`src/rtl/multiword_add_sequencer.sv`:
```
// multiword_add_sequencer
//   Adds or subtracts two NWORDS x 16-bit operands one word per accept,
//   least-significant word first. The carry ripples between words in a
//   register. Each result word is delivered through a one-entry output
//   register with valid/ready.
//
// Parameters
//   NWORDS        words per operand (2..16)
//
// Ports
//   clk, rst_n            clock; async active-low reset
//   start, sub            begin op (IDLE only); sub=1 selects A-B
//   in_valid/in_ready     operand-word handshake; a_word, b_word operands
//   out_valid/out_ready   result-word handshake; sum_word result, last final
//   carry_out             final carry (add) / not-borrow (sub), held
//   busy                  not in IDLE
//   overflow              signed overflow of the op, held
//                         (only with MULTIWORD_SIGNED_OVF_EN)
//
// Build option: `define MULTIWORD_SIGNED_OVF_EN adds the overflow output.
module multiword_add_sequencer #(
  parameter int NWORDS = 4
) (
  input  logic        clk,
  input  logic        rst_n,
  input  logic        start,
  input  logic        sub,
  input  logic        in_valid,
  output logic        in_ready,
  input  logic [15:0] a_word,
  input  logic [15:0] b_word,
  output logic        out_valid,
  input  logic        out_ready,
  output logic [15:0] sum_word,
  output logic        last,
  output logic        carry_out,
`ifdef MULTIWORD_SIGNED_OVF_EN
  output logic        overflow,
`endif
  output logic        busy
);

  localparam int CW = $clog2(NWORDS);
  localparam logic [CW-1:0] LAST_IDX = CW'(NWORDS - 1);

  typedef enum logic [1:0] {S_IDLE, S_RUN, S_DRAIN} state_t;

  state_t        r_state, w_next;
  logic          r_sub;
  logic          r_carry;
  logic [CW-1:0] r_cnt;
  logic          r_out_valid;
  logic [15:0]   r_sum;
  logic          r_last;
  logic          r_carry_out;

  logic [15:0]   w_b_eff;
  logic [16:0]   w_sum;
  logic          w_accept;
  logic          w_take;
  logic          w_final;

  // Subtract as A + ~B + 1: the +1 comes from the carry register,
  // which is preloaded with sub at start.
  assign w_b_eff  = r_sub ? ~b_word : b_word;
  assign w_sum    = {1'b0, a_word} + {1'b0, w_b_eff} + {16'd0, r_carry};
  assign w_accept = in_valid && in_ready;
  assign w_take   = r_out_valid && out_ready;
  assign w_final  = w_accept && (r_cnt == LAST_IDX);

  // ---- FSM: state register ----
  always_ff @(posedge clk or negedge rst_n) begin
    if (!rst_n) r_state <= S_IDLE;
    else        r_state <= w_next;
  end

  // ---- FSM: next state ----
  always_comb begin
    w_next = r_state;
    case (r_state)
      S_IDLE:  if (start)            w_next = S_RUN;
      S_RUN:   if (w_final)          w_next = S_DRAIN;
      S_DRAIN: if (w_take && r_last) w_next = S_IDLE;
      default:                       w_next = S_IDLE;
    endcase
  end

  // ---- FSM: outputs ----
  // The output register may be refilled in the same cycle it drains,
  // hence the out_ready term in in_ready.
  always_comb begin
    busy     = (r_state != S_IDLE);
    in_ready = (r_state == S_RUN) && (!r_out_valid || out_ready);
  end

  // ---- datapath ----
  always_ff @(posedge clk or negedge rst_n) begin
    if (!rst_n) begin
      r_sub       <= 1'b0;
      r_carry     <= 1'b0;
      r_cnt       <= '0;
      r_out_valid <= 1'b0;
      r_sum       <= 16'h0000;
      r_last      <= 1'b0;
      r_carry_out <= 1'b0;
    end else begin
      if (r_state == S_IDLE && start) begin
        r_sub   <= sub;
        r_carry <= sub;
        r_cnt   <= '0;
      end
      if (w_accept) begin
        r_sum       <= w_sum[15:0];
        r_carry     <= w_sum[16];
        r_cnt       <= r_cnt + CW'(1);
        r_last      <= (r_cnt == LAST_IDX);
        r_out_valid <= 1'b1;
      end else if (w_take) begin
        r_out_valid <= 1'b0;
        r_last      <= 1'b0;
      end
      // The last word is only ever produced by the final accept, so
      // r_carry already holds the final carry at this handshake.
      if (w_take && r_last) r_carry_out <= r_carry;
    end
  end

`ifdef MULTIWORD_SIGNED_OVF_EN
  logic w_ovf;
  logic r_ovf_pend;
  logic r_ovf;
  // Carry into bit 15 is recovered from the sum bit; XOR with carry out.
  assign w_ovf = a_word[15] ^ w_b_eff[15] ^ w_sum[15] ^ w_sum[16];

  always_ff @(posedge clk or negedge rst_n) begin
    if (!rst_n) begin
      r_ovf_pend <= 1'b0;
      r_ovf      <= 1'b0;
    end else begin
      if (w_final)          r_ovf_pend <= w_ovf;
      if (w_take && r_last) r_ovf      <= r_ovf_pend;
    end
  end
  assign overflow = r_ovf;
`endif

  assign out_valid = r_out_valid;
  assign sum_word  = r_sum;
  assign last      = r_last;
  assign carry_out = r_carry_out;

endmodule

```
`config.mk`:
```
export PLATFORM = sky130hd
export DESIGN_NAME = multiword_add_sequencer
export DESIGN_NICKNAME = d
export VERILOG_FILES = /design/src/rtl/multiword_add_sequencer.sv
export SDC_FILE = /design/constraint.sdc
export NUM_CORES = 1
export LEC_CHECK = 0
export BUFFER_PORTS_ARGS = -buffer_cell sky130_fd_sc_hd__buf_2
export CAP_MARGIN = 10
export CELL_PAD_IN_SITES_DETAIL_PLACEMENT = 0
export CELL_PAD_IN_SITES_GLOBAL_PLACEMENT = 1
export CORE_MARGIN = 2
export CORE_UTILIZATION = 39
export CTS_BUF_LIST = sky130_fd_sc_hd__clkbuf_4 sky130_fd_sc_hd__clkbuf_8
export CTS_CLUSTER_DIAMETER = 40
export DETAILED_ROUTE_END_ITERATION = 8
export GPL_TIMING_DRIVEN = 1
export PLACE_DENSITY_LB_ADDON = 0.25
export RECOVER_POWER = 100
export SETUP_SLACK_MARGIN = 0.2
export SLEW_MARGIN = 25
export SYNTH_ARGS = -nofsm -noshare
export SYNTH_HDL_FRONTEND = slang
export SYNTH_SLANG_ARGS = --single-unit
```
`constraint.sdc`:
```
create_clock -name clk -period 3.1 [get_ports clk]
set_input_delay 0.155 -clock clk [delete_from_list [all_inputs] [get_ports clk]]
set_output_delay 0.155 -clock clk [all_outputs]
set_load 0.01 [all_outputs]
```
Yosys cells after proc, flatten, opt, wreduce, memory -nomap -nowiden
Index checks and enable logic that the tools add are counted.
- output and inout bits: 21
- word-level logic and storage cells: 43
- bits in registers: 25
- input bits: 38
- equal/unequal tests: 6
- muxes and demuxes: 12
- reductions and logical operators: 13
- bitwise gates (word level): 1
- $add $sub $neg: 3
- operator list (operator ; number):
    $add 16x16->17 ; 1
    $add 17x1->17 ; 1
    $mux 16 ; 1
    $not 16->16 ; 1
    $mux 2 ; 5
    $logic_and 1x1->1 ; 6
    $ne 2x2->1 const B ; 3
    $pmux 2 s3 ; 1
    $reduce_bool 2->1 ; 3
    $mux 1 ; 5
    $eq 2x2->1 const B ; 2
    $reduce_and 3->1 ; 1
    $add 2x1->2 const B ; 1
    $eq 2x1->1 const B ; 1
    $logic_not 2->1 ; 1
    $logic_not 1->1 ; 1
    $logic_or 1x1->1 ; 1

Longest topological paths before layout
- word-level depth: 7
- depth in mapped cells: 11
- gate-level depth less buffers: 9

Worst setup path after synthesis
OpenSTA, ideal clock, no wires.
- path type: register to register
- start point: reg r_sub
- end point: reg r_carry
- arrival: 2.612 ns
- path buffers: 2
- period minus slack after synthesis: 2.732 ns
- cell stages (with the launch flop): 12
- setup slack: 0.368 ns
- data required time: 2.980 ns
- library setup time: 0.120 ns
- cell sequence: dfrtp_1 clkbuf_1 buf_2 xnor2_1 fa_1 inv_1 fa_1 a21oi_1 o211a_1 nor4_1 a31o_1 a41o_1
- word-level cells in the longest chain between the ends: 4
- ends and longest elaborated chain (element ; RTL line ; text):
    from (decl) ; 49 ; logic r_sub;
    from (signal assigned) ; 108 ; r_sub <= sub;
    $mux 16 ; 65 ; assign w_b_eff = r_sub ? ~b_word : b_word;
    $add 16x16->17 ; 66 ; assign w_sum = {1'b0, a_word} + {1'b0, w_b_eff} + {16'd0, r_carry};
    $add 17x1->17 ; 66 ;
    $mux 1 ; 112 ; if (w_accept) begin
    to (signal assigned) ; 109 ; r_carry <= sub;
    to (signal assigned) ; 114 ; r_carry <= w_sum[16];
    to (decl) ; 50 ; logic r_carry;
Every way passes these cells.
A chain may end at the register's enable or synchronous reset.

Worst setup path after layout
Same ends and word-level chain as after synthesis.

==> results.tsv <==
stage	metric	value	unit
run_status	status	finished clean	
timing	f_max	392	MHz
worst_setup_path	Critical Path Start Type	register	
layout	Nets	339	
drt	DR vias/cell	4.97	
cts	Setup Fix Bufs, Post-CTS	0	
synthesis	Synth top area share	0.317	
floorplan	die width	75.2	um
layout	Final Util	0.482	
layout	post-route cell area	2320	um^2
worst_setup_path	Slowest-stage cell, CP	dfrtp_1	
worst_setup_path	crit-path cells	xnor2_1 -> fa_1 -> inv_1 -> fa_1 -> a21oi_1 -> o211a_1 -> nor4_1 -> a31o_1 -> a41o_1	
synthesis	async set-reset flop share out of synthesis	1.00	
worst_setup_path	Worst setup EP type	register	
drt	1st-pass router iterations	4	
synthesis	cells after synthesis	227	
placement	HPWL Detailed	3510	um
pwr	VDD IR max	0.000425	V
drt	drt total wl	4390	um
worst_setup_path	kind of critical path	register to register	
pwr	Pwr Density	1020	nW/um^2
timing	Worst Clk Skew	0.00880	ns
cts	PostCTS Resize Cnt	0	
cts	Clock Pin Slew Worst Setup and Hold Paths	0.10	ns
placement	Buffers on Ports	58	
synthesis	number of enable flip-flop cells after synthesis	0	
synthesis	Top FF cell, synth	dfrtp_1	
cts	clk root buf	clkbuf_8	
cts	total CTS buffers	3	
floorplan	total I/O pin count	59	
synthesis	Synthesized Nets	283	
cts	Clock Latency Late Sink	0.27	ns
worst_setup_path	Required @ worst endpoint	3.27	ns
layout	layout cells sized above 1	0.167	
worst_setup_path	cell mode on critical path	fa_1	
worst_setup_path	cell count along the critical path	9	
floorplan	Die ar.	5650	um^2
synthesis	largest cells by area after synthesis	dfrtp_1 (32%), ha_1 (10%), xor2_1 (8.4%)	
worst_setup_path	reg2reg setup slack	0.55	ns
worst_setup_path	CP max stage delay	0.52	ns
timing	relative max-transition margin	0.0738	
timing	final worst-path cycle share	0.824	
synthesis	Seq cells post-synth	25	
worst_setup_path	worst r2r dst	r_carry$_DFFE_PN0P_	
synthesis	synthesized area per cell	8.70	um^2
floorplan	Starting Density	0.410	
layout	ANT cells	0	
timing	max-slew violations	0	
timing	Final Hold Viols	0	
min_path	Hold Crit Endpoint	r_state[0]$_DFFE_PN0P_	
min_path	Worst Min Path Start	start	
drt	Avg WL per Cell	12.6	um
synthesis	Synth Warn #	0	
grt	largest net degree at the start of global routing	27	
cts	H-tree depth	1	
worst_setup_path	Max FO, Critical Path	8	
timing	Tmin final	2.55	ns
drt	Initial DRC Count	48	
timing	final setup vio count	0	
timing	Worst-Margin Slew	1.39	ns
grt	first-pass GRT wire length	7180	um
pwr	leakage power	0.00108	uW
synthesis	post-synth cell types	50	
floorplan	core outline area	4820	um^2
synthesis	Yosys top cell by area	dfrtp_1	
placement	routability cong.	0.865	
grt	total global routing overflow	0	
timing	unrepaired setup endpoints after global routing	false	
cts	Clock Tree Buf Depth	2	
timing	Setup TNS	0	ns
drt	residual DRC count	0	
worst_setup_path	R2R Path Start	r_sub$_DFFE_PN0P_	
layout	area delta synth->final	17.6	%
pwr	total power draw	2380	uW
min_path	hold path depth	3	
grt	vias in the first global route	1581	
placement	DP Area	2310	um^2
worst_setup_path	FF-to-FF path depth	9	
floorplan	Die H	75.2	um
worst_setup_path	CP bufs+invs	1	
floorplan	row cnt	25	
synthesis	Seq/Total Area, Yosys	0.317	
drt	Routed Antenna Nets	0	
layout	fillers	524	
min_path	Min-Delay Path Class	input port to register	
grt	global-route usage over all layers	0.163	
flow_run	max cap viols	0	
cts	CTS tree	yes	
drt	vias	1736	
synthesis	Post-Synthesis Cell Area	1980	um^2
cts	CTS sink count	25	
worst_setup_path	Worst Path Arrival	2.72	ns
worst_setup_path	CP top delay family	compound AO/OA/AOI/OAI gates	
grt	initial antenna violation count	0	
## cell usage after synthesis (3+ instances only)
cell       count
a21oi_1       15
clkbuf_1       6
dfrtp_1       25
ha_1          16
inv_1          6
nand2_1       36
nand3_1       12
nand4_1        3
nor2_1        11
nor3_1         4
o2111ai_1      3
o211ai_1       3
o21a_1         3
o21ai_0        9
o21ai_1        7
xnor2_1        5
xor2_1        19
## layout by cell type, fill, tap and decap left out, types with 3 or more instances in the layout
cell type,instances
nor2_1,11
clkbuf_8,3
nand3_1,12
o21a_1,3
o21ai_0,12
clkbuf_1,23
xnor2_1,5
a21oi_1,16
o211ai_1,3
xor2_1,19
nand4_1,3
buf_2,36
ha_1,16
o21ai_1,4
dfrtp_1,25
nand2_1,36
inv_1,6
nor3_1,4
o2111ai_1,3
## worst reg2reg max path: stages, from the launching register on
cell     delay [ns]
dfrtp_1        0.52
xnor2_1        0.25
fa_1           0.24
inv_1          0.06
fa_1           0.41
a21oi_1        0.22
o211a_1        0.24
nor4_1         0.07
a31o_1         0.23
a41o_1         0.23
## power breakdown
part,switching [uW],internal (uW),total (uW)
sequential,108,483,591
combinational,937,647,1580
clock,110,91.0,201
## metrics by stage
step                setup slack [ns]  hold WS [ns]  instances
global placement               0.563         0.188        344
CTS                            0.523         0.168        349
floorplan                      0.368        -0.141        227
global route                   0.192         0.197        349
detailed placement             0.539         0.187        344
finish                         0.546         0.165        349
## cell type report
class	instances	area, um^2	share of cell area
inverter	6	22.5	0.00969
timing repair buffer	61	284	0.122
clock buffer	3	41.3	0.0178
tap	67	83.8	0.0361
multi-input combinational	186	1260	0.542
sequential	25	626	0.269
clock inverter	1	7.51	0.00323
## registers in the layout (all words and copies together), names as in the netlist
register   count
r_sub          1
last           1
r_carry        1
r_state        2
r_cnt          2
carry_out      1
sum_word      16
out_valid      1
## worst max path at each step
| stage | start | endpoint |
|---|---|---|
| 2_1_floorplan | r_sub$_DFFE_PN0P_ | r_carry$_DFFE_PN0P_ |
| 3_3_place_gp | r_sub$_DFFE_PN0P_ | r_carry$_DFFE_PN0P_ |
| 3_5_place_dp | r_sub$_DFFE_PN0P_ | r_carry$_DFFE_PN0P_ |
| 4_1_cts | r_sub$_DFFE_PN0P_ | r_carry$_DFFE_PN0P_ |
| 5_1_grt | r_sub$_DFFE_PN0P_ | sum_word[15]$_DFFE_PN0P_ |
| 6_report | r_sub$_DFFE_PN0P_ | r_carry$_DFFE_PN0P_ |
## routing by layer
| metal | GRT usage | vias up | part of all wire |
|---|---|---|---|
| met5 | 0 | - | 0 |
| met4 | 0.0351 | 0 | 0.0052 |
| met3 | 0.0187 | 2 | 0.043 |
| met2 | 0.270 | 37 | 0.44 |
| met1 | 0.229 | 765 | 0.51 |
| li1 | - | 932 | - |
## cell families (layout without fill, tap and decap cells)
| kind of cell | count (synthesis) | after routing | share of synthesized area |
|---|---|---|---|
| adders and majority gates | 18 | 18 | 0.122 |
| xor gates and xnor gates | 24 | 24 | 0.106 |
| AOI/OAI and AO/OA | 59 | 59 | 0.199 |
| muxes | 1 | 1 | 0.00507 |
| buffers and inverters | 16 | 71 | 0.0367 |
| DFF | 25 | 25 | 0.317 |
| and+or+nand+nor | 84 | 84 | 0.214 |
## repair_timing
item | CTS | global route
hold buffers | 1 | 0
hold endpoints to repair | 25 | 0
endpoints found under the setup margin | 0 | 0
(Power assumes the default switching activity.)
